**src/rtl/sfx_pkg.sv**
```systemverilog
// sfx_pkg: shared definitions for the sound-effect sequencer.
//   - step-word layout (field offsets/widths, STEP_W)
//   - sequencer state encoding
//   - default effect table and its lookup function used to fill sfx_rom
package sfx_pkg;

    localparam int STEP_W    = 51;

    // Step word: {last, duration, mixer, lfo_shift, noise_sel, vco_sel,
    //             lfo_freq, noise_freq, vco_freq}
    localparam int VCO_LSB   = 0;
    localparam int VCO_W     = 12;
    localparam int NOISE_LSB = 12;
    localparam int NOISE_W   = 12;
    localparam int LFO_LSB   = 24;
    localparam int LFO_W     = 10;
    localparam int VSEL_BIT  = 34;
    localparam int NSEL_BIT  = 35;
    localparam int SHIFT_LSB = 36;
    localparam int SHIFT_W   = 3;
    localparam int MIX_LSB   = 39;
    localparam int MIX_W     = 3;
    localparam int DUR_LSB   = 42;
    localparam int DUR_W     = 8;
    localparam int LAST_BIT  = 50;

    typedef enum logic [1:0] {
        IDLE  = 2'd0,
        FETCH = 2'd1,
        LOAD  = 2'd2,
        PLAY  = 2'd3
    } state_t;

    function automatic logic [STEP_W-1:0] make_step(
        input logic        last,
        input logic [7:0]  dur,
        input logic [2:0]  mix,
        input logic [2:0]  shift,
        input logic        nsel,
        input logic        vsel,
        input logic [9:0]  lfo,
        input logic [11:0] noise,
        input logic [11:0] vco
    );
        return {last, dur, mix, shift, nsel, vsel, lfo, noise, vco};
    endfunction

    // Default table geometry: 4 effects x 8 steps, flattened as sfx*8+step.
    localparam int TABLE_SFX   = 4;
    localparam int TABLE_STEPS = 8;

    localparam logic [STEP_W-1:0] SFX_TABLE [0:31] = '{
        // sfx0: single VCO blip, 3 ticks
        make_step(1'b1, 8'd3, 3'b001, 3'd0, 1'b0, 1'b0, 10'd0, 12'd0,  12'd250),
        '0, '0, '0, '0, '0, '0, '0,
        // sfx1: rising three-step VCO sweep, 2 ticks each
        make_step(1'b0, 8'd2, 3'b001, 3'd0, 1'b0, 1'b0, 10'd0, 12'd0,  12'd100),
        make_step(1'b0, 8'd2, 3'b001, 3'd0, 1'b0, 1'b0, 10'd0, 12'd0,  12'd200),
        make_step(1'b1, 8'd2, 3'b001, 3'd0, 1'b0, 1'b0, 10'd0, 12'd0,  12'd300),
        '0, '0, '0, '0, '0,
        // sfx2: noise burst; duration 0 plays as a single tick
        make_step(1'b1, 8'd0, 3'b010, 3'd0, 1'b1, 1'b0, 10'd0, 12'd90, 12'd0),
        '0, '0, '0, '0, '0, '0, '0,
        // sfx3: eight one-tick steps, no last flag; ends on the final slot
        make_step(1'b0, 8'd1, 3'b001, 3'd0, 1'b0, 1'b0, 10'd0, 12'd0,  12'd50),
        make_step(1'b0, 8'd1, 3'b001, 3'd0, 1'b0, 1'b0, 10'd0, 12'd0,  12'd100),
        make_step(1'b0, 8'd1, 3'b001, 3'd0, 1'b0, 1'b0, 10'd0, 12'd0,  12'd150),
        make_step(1'b0, 8'd1, 3'b001, 3'd0, 1'b0, 1'b0, 10'd0, 12'd0,  12'd200),
        make_step(1'b0, 8'd1, 3'b001, 3'd0, 1'b0, 1'b0, 10'd0, 12'd0,  12'd250),
        make_step(1'b0, 8'd1, 3'b001, 3'd0, 1'b0, 1'b0, 10'd0, 12'd0,  12'd300),
        make_step(1'b0, 8'd1, 3'b001, 3'd0, 1'b0, 1'b0, 10'd0, 12'd0,  12'd350),
        make_step(1'b0, 8'd1, 3'b001, 3'd0, 1'b0, 1'b0, 10'd0, 12'd0,  12'd400)
    };

    // Entries outside the default table read as all-zero (silent) steps.
    function automatic logic [STEP_W-1:0] table_word(input int sfx, input int step);
        logic [4:0] idx;
        if (sfx >= TABLE_SFX || step >= TABLE_STEPS) begin
            return '0;
        end
        idx = 5'(sfx * TABLE_STEPS + step);
        return SFX_TABLE[idx];
    endfunction

endpackage

```
**src/rtl/sfx_rom.sv**
```systemverilog
// sfx_rom: synchronous-read effect ROM, NUM_SFX*STEPS step words filled from
// the sfx_pkg default table.
// Ports:
//   clk   in   clock
//   sfx   in   effect number (upper address part)
//   step  in   step index    (lower address part)
//   data  out  step word, valid one cycle after sfx/step are presented
module sfx_rom
    import sfx_pkg::*;
#(
    parameter int NUM_SFX = 4,
    parameter int STEPS   = 8,
    parameter int SFX_IW  = 2,
    parameter int STEP_IW = 3
) (
    input  logic               clk,
    input  logic [SFX_IW-1:0]  sfx,
    input  logic [STEP_IW-1:0] step,
    output logic [STEP_W-1:0]  data
);

    int sfx_i;
    int step_i;

    always_comb begin
        sfx_i  = int'(sfx);
        step_i = int'(step);
    end

    always_ff @(posedge clk) begin
        if (sfx_i < NUM_SFX && step_i < STEPS) begin
            data <= table_word(sfx_i, step_i);
        end else begin
            data <= '0;
        end
    end

endmodule

```
**src/rtl/sfx_sequencer.sv**
```systemverilog
// sfx_sequencer: plays stored sound effects by driving every control input of
// sound_generator. Each effect is a list of steps; a step holds a complete
// parameter set for a programmed number of prescaler ticks.
// Ports:
//   clk, reset (async, active low)
//   trigger, sfx_id    start request; sfx_id sampled when trigger=1
//   busy               high whenever the sequencer is not IDLE
//   done               one-cycle pulse when an effect ends normally
//   lfo_freq, noise_freq, vco_freq, vco_select, noise_select, lfo_shift,
//   mixer              sound_generator controls (mixer = {LFO, Noise, VCO})
//
// Handshake: trigger is a single-cycle strobe with no back-pressure. It is
// accepted in every state and restarts the sequencer at step 0 of sfx_id,
// abandoning any effect in progress without a done pulse.
module sfx_sequencer
    import sfx_pkg::*;
#(
    parameter int CLK_DIV = 25000,
    parameter int NUM_SFX = 4,
    parameter int STEPS   = 8,
    localparam int SFX_IW  = (NUM_SFX > 1) ? $clog2(NUM_SFX) : 1,
    localparam int STEP_IW = (STEPS > 1) ? $clog2(STEPS) : 1
) (
    input  logic              clk,
    input  logic              reset,
    input  logic              trigger,
    input  logic [SFX_IW-1:0] sfx_id,
    output logic              busy,
    output logic              done,
    output logic [9:0]        lfo_freq,
    output logic [11:0]       noise_freq,
    output logic [11:0]       vco_freq,
    output logic              vco_select,
    output logic              noise_select,
    output logic [2:0]        lfo_shift,
    output logic [2:0]        mixer
);

    state_t               state;
    state_t               next_state;
    logic [15:0]          presc;
    logic                 tick;
    logic [SFX_IW-1:0]    sfx_q;
    logic [STEP_IW-1:0]   step_q;
    logic [7:0]           dur_cnt;
    logic                 last_q;
    logic [STEP_W-1:0]    rom_data;
    logic                 step_end;
    logic                 step_final;

    // Free-running tick prescaler; trigger never disturbs its phase.
    assign tick = (presc == 16'(CLK_DIV - 1));

    always_ff @(posedge clk or negedge reset) begin
        if (!reset) begin
            presc <= '0;
        end else if (tick) begin
            presc <= '0;
        end else begin
            presc <= presc + 16'd1;
        end
    end

    // ROM is always addressed by the registered effect/step, so the address
    // is stable during FETCH and the word is ready in LOAD.
    sfx_rom #(
        .NUM_SFX (NUM_SFX),
        .STEPS   (STEPS),
        .SFX_IW  (SFX_IW),
        .STEP_IW (STEP_IW)
    ) u_rom (
        .clk  (clk),
        .sfx  (sfx_q),
        .step (step_q),
        .data (rom_data)
    );

    assign step_end   = (state == PLAY) && tick && (dur_cnt == 8'd1);
    assign step_final = last_q || (step_q == STEP_IW'(STEPS - 1));
    assign busy       = (state != IDLE);

    always_ff @(posedge clk or negedge reset) begin
        if (!reset) begin
            state <= IDLE;
        end else begin
            state <= next_state;
        end
    end

    always_comb begin
        next_state = state;
        if (trigger) begin
            next_state = FETCH;
        end else begin
            case (state)
                IDLE:    next_state = IDLE;
                FETCH:   next_state = LOAD;
                LOAD:    next_state = PLAY;
                PLAY: begin
                    if (step_end) begin
                        next_state = step_final ? IDLE : FETCH;
                    end
                end
                default: next_state = IDLE;
            endcase
        end
    end

    // Datapath. Outputs only change in LOAD (new step) or at the end of the
    // final step (mixer muted), so they hold steady across FETCH/LOAD.
    always_ff @(posedge clk or negedge reset) begin
        if (!reset) begin
            sfx_q        <= '0;
            step_q       <= '0;
            dur_cnt      <= '0;
            last_q       <= 1'b0;
            done         <= 1'b0;
            lfo_freq     <= '0;
            noise_freq   <= '0;
            vco_freq     <= '0;
            vco_select   <= 1'b0;
            noise_select <= 1'b0;
            lfo_shift    <= '0;
            mixer        <= '0;
        end else begin
            done <= 1'b0;
            if (trigger) begin
                sfx_q  <= sfx_id;
                step_q <= '0;
            end else begin
                case (state)
                    LOAD: begin
                        vco_freq     <= rom_data[VCO_LSB +: VCO_W];
                        noise_freq   <= rom_data[NOISE_LSB +: NOISE_W];
                        lfo_freq     <= rom_data[LFO_LSB +: LFO_W];
                        vco_select   <= rom_data[VSEL_BIT];
                        noise_select <= rom_data[NSEL_BIT];
                        lfo_shift    <= rom_data[SHIFT_LSB +: SHIFT_W];
                        mixer        <= rom_data[MIX_LSB +: MIX_W];
                        last_q       <= rom_data[LAST_BIT];
                        // A zero duration still plays for one tick.
                        dur_cnt      <= (rom_data[DUR_LSB +: DUR_W] == 8'd0) ?
                                        8'd1 : rom_data[DUR_LSB +: DUR_W];
                    end
                    PLAY: begin
                        if (tick) begin
                            dur_cnt <= dur_cnt - 8'd1;
                            if (dur_cnt == 8'd1) begin
                                if (step_final) begin
                                    mixer <= '0;
                                    done  <= 1'b1;
                                end else begin
                                    step_q <= step_q + 1'b1;
                                end
                            end
                        end
                    end
                    default: ;
                endcase
            end
        end
    end

endmodule

```
**config.mk**
```make
export PLATFORM = sky130hd
export DESIGN_NAME = sfx_sequencer
export DESIGN_NICKNAME = d
export VERILOG_FILES = /design/src/rtl/sfx_pkg.sv /design/src/rtl/sfx_rom.sv /design/src/rtl/sfx_sequencer.sv
export SDC_FILE = /design/constraint.sdc
export NUM_CORES = 1
export LEC_CHECK = 0
export BUFFER_PORTS_ARGS = -buffer_cell sky130_fd_sc_hd__buf_4
export CAP_MARGIN = 20
export CORE_MARGIN = 2
export CORE_UTILIZATION = 31
export DETAILED_ROUTE_END_ITERATION = 10
export PLACE_DENSITY = 0.52
export SYNTH_ARGS = -nofsm -noshare
export SYNTH_HDL_FRONTEND = slang
export SYNTH_SLANG_ARGS = --single-unit
```
**constraint.sdc**
```tcl
create_clock -name clk -period 3.4 [get_ports clk]
set_clock_uncertainty 0.15 [all_clocks]
set_input_delay 0 -clock clk [delete_from_list [all_inputs] [get_ports clk]]
set_output_delay 0 -clock clk [all_outputs]
set_load 0.02 [all_outputs]
```
==> flow_summary.toml <==
[status]
status = "finished, final reports clean"

[worst_hold_path]
hold_path_class = "input pin to asynchronous set/reset pin"

[sta]
period_share = 0.7840
finalCriticalPeriod_ns = 2.665
setup_viol = 0
max_slew_margin = 0.6206
setup_ws_ns = 0.7345
fmax_mhz = 375.2
worst_pin_slew_ns = 0.5691
fin_tns_setup_ns = 0
hold_violations = 0
grt_setup_unrepaired = "no"
finalMaxSlewViolations = 0

[worst_setup_path]
cp-start-kind = "register"
crit_chain = "or4_4, or4_4, or4b_4, a31o_1"
cp.arrival_ns = 2.75
cpMostUsedCell = "or4_4"
cp_num_buf_inv = 0
r2r_start = "presc[12]$_DFF_PN0_"
cp_top_family = "simple AND/OR/NAND/NOR gates"
critPathKind = "register to register"
crit_required_ns = 3.48
endpoint_kind = "register"
critical_path_cell_count = 4
ff2ff_path_depth = 4
cp_max_fo = 13
worst-r2r-setup-slack_ns = 0.73
r2r-end = "mixer[1]$_DFFE_PN0P_"
crit_slowest_cell = "or4_4"
cpPeakStageDelay_ns = 0.63

[detailed_routing]
via_per_inst = 4.799
routed_wl_mm = 5.654
remaining_drc_errors = 0
drt-pass1-iter-count = 4
routedWlPerCell_um = 13.09
vias = 2073
ant_nets = 0
drtIter0Drc = 65

[clocking]
insertion_delay_ns = 0.34
tritoncts = "done"
cts_sinks = 57
holdBufCountCts = 7
cts_buffer_depth = 2
clk_pin_slew_ns = 0.07
cts_made_buffers = 9
post_cts_resized = 0
htreeDepth = 3
clock-root-buffer = "clkbuf_8"
post_cts_buffers = 0

[synth]
syn_inst = 289
yosysTopAreaCell = "dfrtp_1"
syn_area_per_cell_um2 = 10.14
synthesis.area_um2 = 2932
synth_edf_count = 0
synth_top_area_frac = 0.3756
seq_area_frac_synth = 0.4644
yosys-top-cells-area = "dfrtp_1 38%, dfxtp_1 8.9%, buf_4 7.9%"
ys_types = 45
ys.flop_type = "dfrtp_1"
yosys_warnings = 0
async_flop_share = 0.7719
ys_ff_latch = 57

[grt]
grt_first_pass_wirelength_mm = 9.666
grt_max_degree = 45
grt_pass1_vias = 1967
gr-total-overflow = 0
antenna_found_initial = 0
track_usage = 0.1217

[placed_design]
dp.final_hpwl_mm = 3.837
pre_cts_ws_ns = 0.7369
port_buffers = 21
gp_congestion = 0.8291

[floorplanning]
die_x_um = 101.2
fp.dieH_um = 101.2
io_pins = 49
core_area_um2 = 9196
die-area_um2 = 10250
start_util = 0.3188
rows = 35

[final_layout]
final_cell_mix = "44 x dfrtp_1, 27 x conb_1, 25 x buf_4"
antenna_cells = 0
areaGrowthSynthToFinish_pct = 13.32
nNetsFinal = 336
final_common_cell = "dfrtp_1"
drive_above_1_share = 0.1807

[job]
max_cap_violations = 0

[power_and_ir_drop]
p_per_area_nw_per_um2 = 586.4
leakage_nw = 1.540
ir_worst_vdd_uv = 231.1
[where the power goes]
| part | switching, W | internal, W |
|---|---|---|
| Combinational | 0.000318 | 0.000238 |
| Sequential | 0.0000756 | 0.000778 |
| Clock | 0.000259 | 0.000279 |
| Total | 0.000653 | 0.00130 |
[layout make-up]
cell class	instances	area, µm²
Inverter	11	41.29
Tap cell	111	138.9
Fill cell	937	5874
Sequential cell	57	1361
Timing Repair Buffer	32	257.7
Clock buffer	12	145.1
Clock inverter	4	20.02
Multi-Input combinational cell	205	1358
[registers in the layout, indices dropped and copies added, names as in the netlist]
| register | flops |
|---|---|
| done | 1 |
| dur_cnt | 8 |
| last_q | 1 |
| mixer | 2 |
| noise_freq | 1 |
| presc | 16 |
| sfx_q | 2 |
| state | 2 |
| step_q | 3 |
| u_rom.data | 13 |
| vco_freq | 8 |
[stage by stage]
| stage | std cells | hold slack, ns | area (µm²) | utilization | total power, W |
|---|---|---|---|---|---|
| after floorplan | 315 | -0.4456 | 3029 | - | 0.001259 |
| after global placement | 409 | -0.1019 | 3087 | 0.3356 | 0.001416 |
| after detailed placement | 409 | -0.1019 | 3087 | 0.3356 | 0.001422 |
| after CTS | 432 | 0.07602 | 3322 | 0.3612 | 0.001986 |
| after global routing | 432 | 0.09036 | 3322 | 0.3612 | 0.002077 |
| final | 432 | 0.05292 | 3322 | 0.3612 | 0.001948 |
[per-layer routing]
layer | track usage | part of all wire | wire (µm)
met1 | 0.1576 | 0.48 | 2708
met2 | 0.1875 | 0.46 | 2617
met3 | 0.03727 | 0.040 | 226
met4 | 0.05405 | 0.018 | 102
met5 | 0 | 0 | 0
[Yosys cell counts, types with 6 or more instances]
| library cell | n |
|---|---|
| xnor2_1 | 6 |
| nand2_1 | 20 |
| mux2i_1 | 6 |
| inv_1 | 11 |
| nor2_1 | 15 |
| mux2_2 | 12 |
| nand4_1 | 11 |
| ha_1 | 15 |
| o21ai_0 | 9 |
| and3_1 | 6 |
| a21oi_1 | 10 |
| clkbuf_1 | 10 |
| dfrtp_1 | 44 |
| nand3_1 | 10 |
| buf_4 | 31 |
| dfxtp_1 | 13 |
[worst max-delay path by stage]
| stage | end | from |
|---|---|---|
| 2_1_floorplan | mixer[0]$_DFFE_PN0P_ | presc[10]$_DFF_PN0_ |
| 3_3_place_gp | mixer[0]$_DFFE_PN0P_ | presc[10]$_DFF_PN0_ |
| 3_5_place_dp | mixer[1]$_DFFE_PN0P_ | presc[12]$_DFF_PN0_ |
| 4_1_cts | mixer[1]$_DFFE_PN0P_ | presc[12]$_DFF_PN0_ |
| 5_1_grt | mixer[1]$_DFFE_PN0P_ | presc[12]$_DFF_PN0_ |
| 6_report | mixer[1]$_DFFE_PN0P_ | presc[12]$_DFF_PN0_ |
[cell families (layout without fill, tap and decap cells)]
group	count (synthesis)	in the layout	synth area share
AOI/OAI and AO/OA	41	41	0.09220
xor gates and xnor gates	11	11	0.03286
adders and majority gates	15	15	0.06402
buffers and inverters	53	59	0.1080
DFF	57	57	0.4644
muxes	18	18	0.06658
other	1	27	0.001279
and+or+nand+nor	93	93	0.1707
Note: power is estimated with default switching activity, not from simulation.
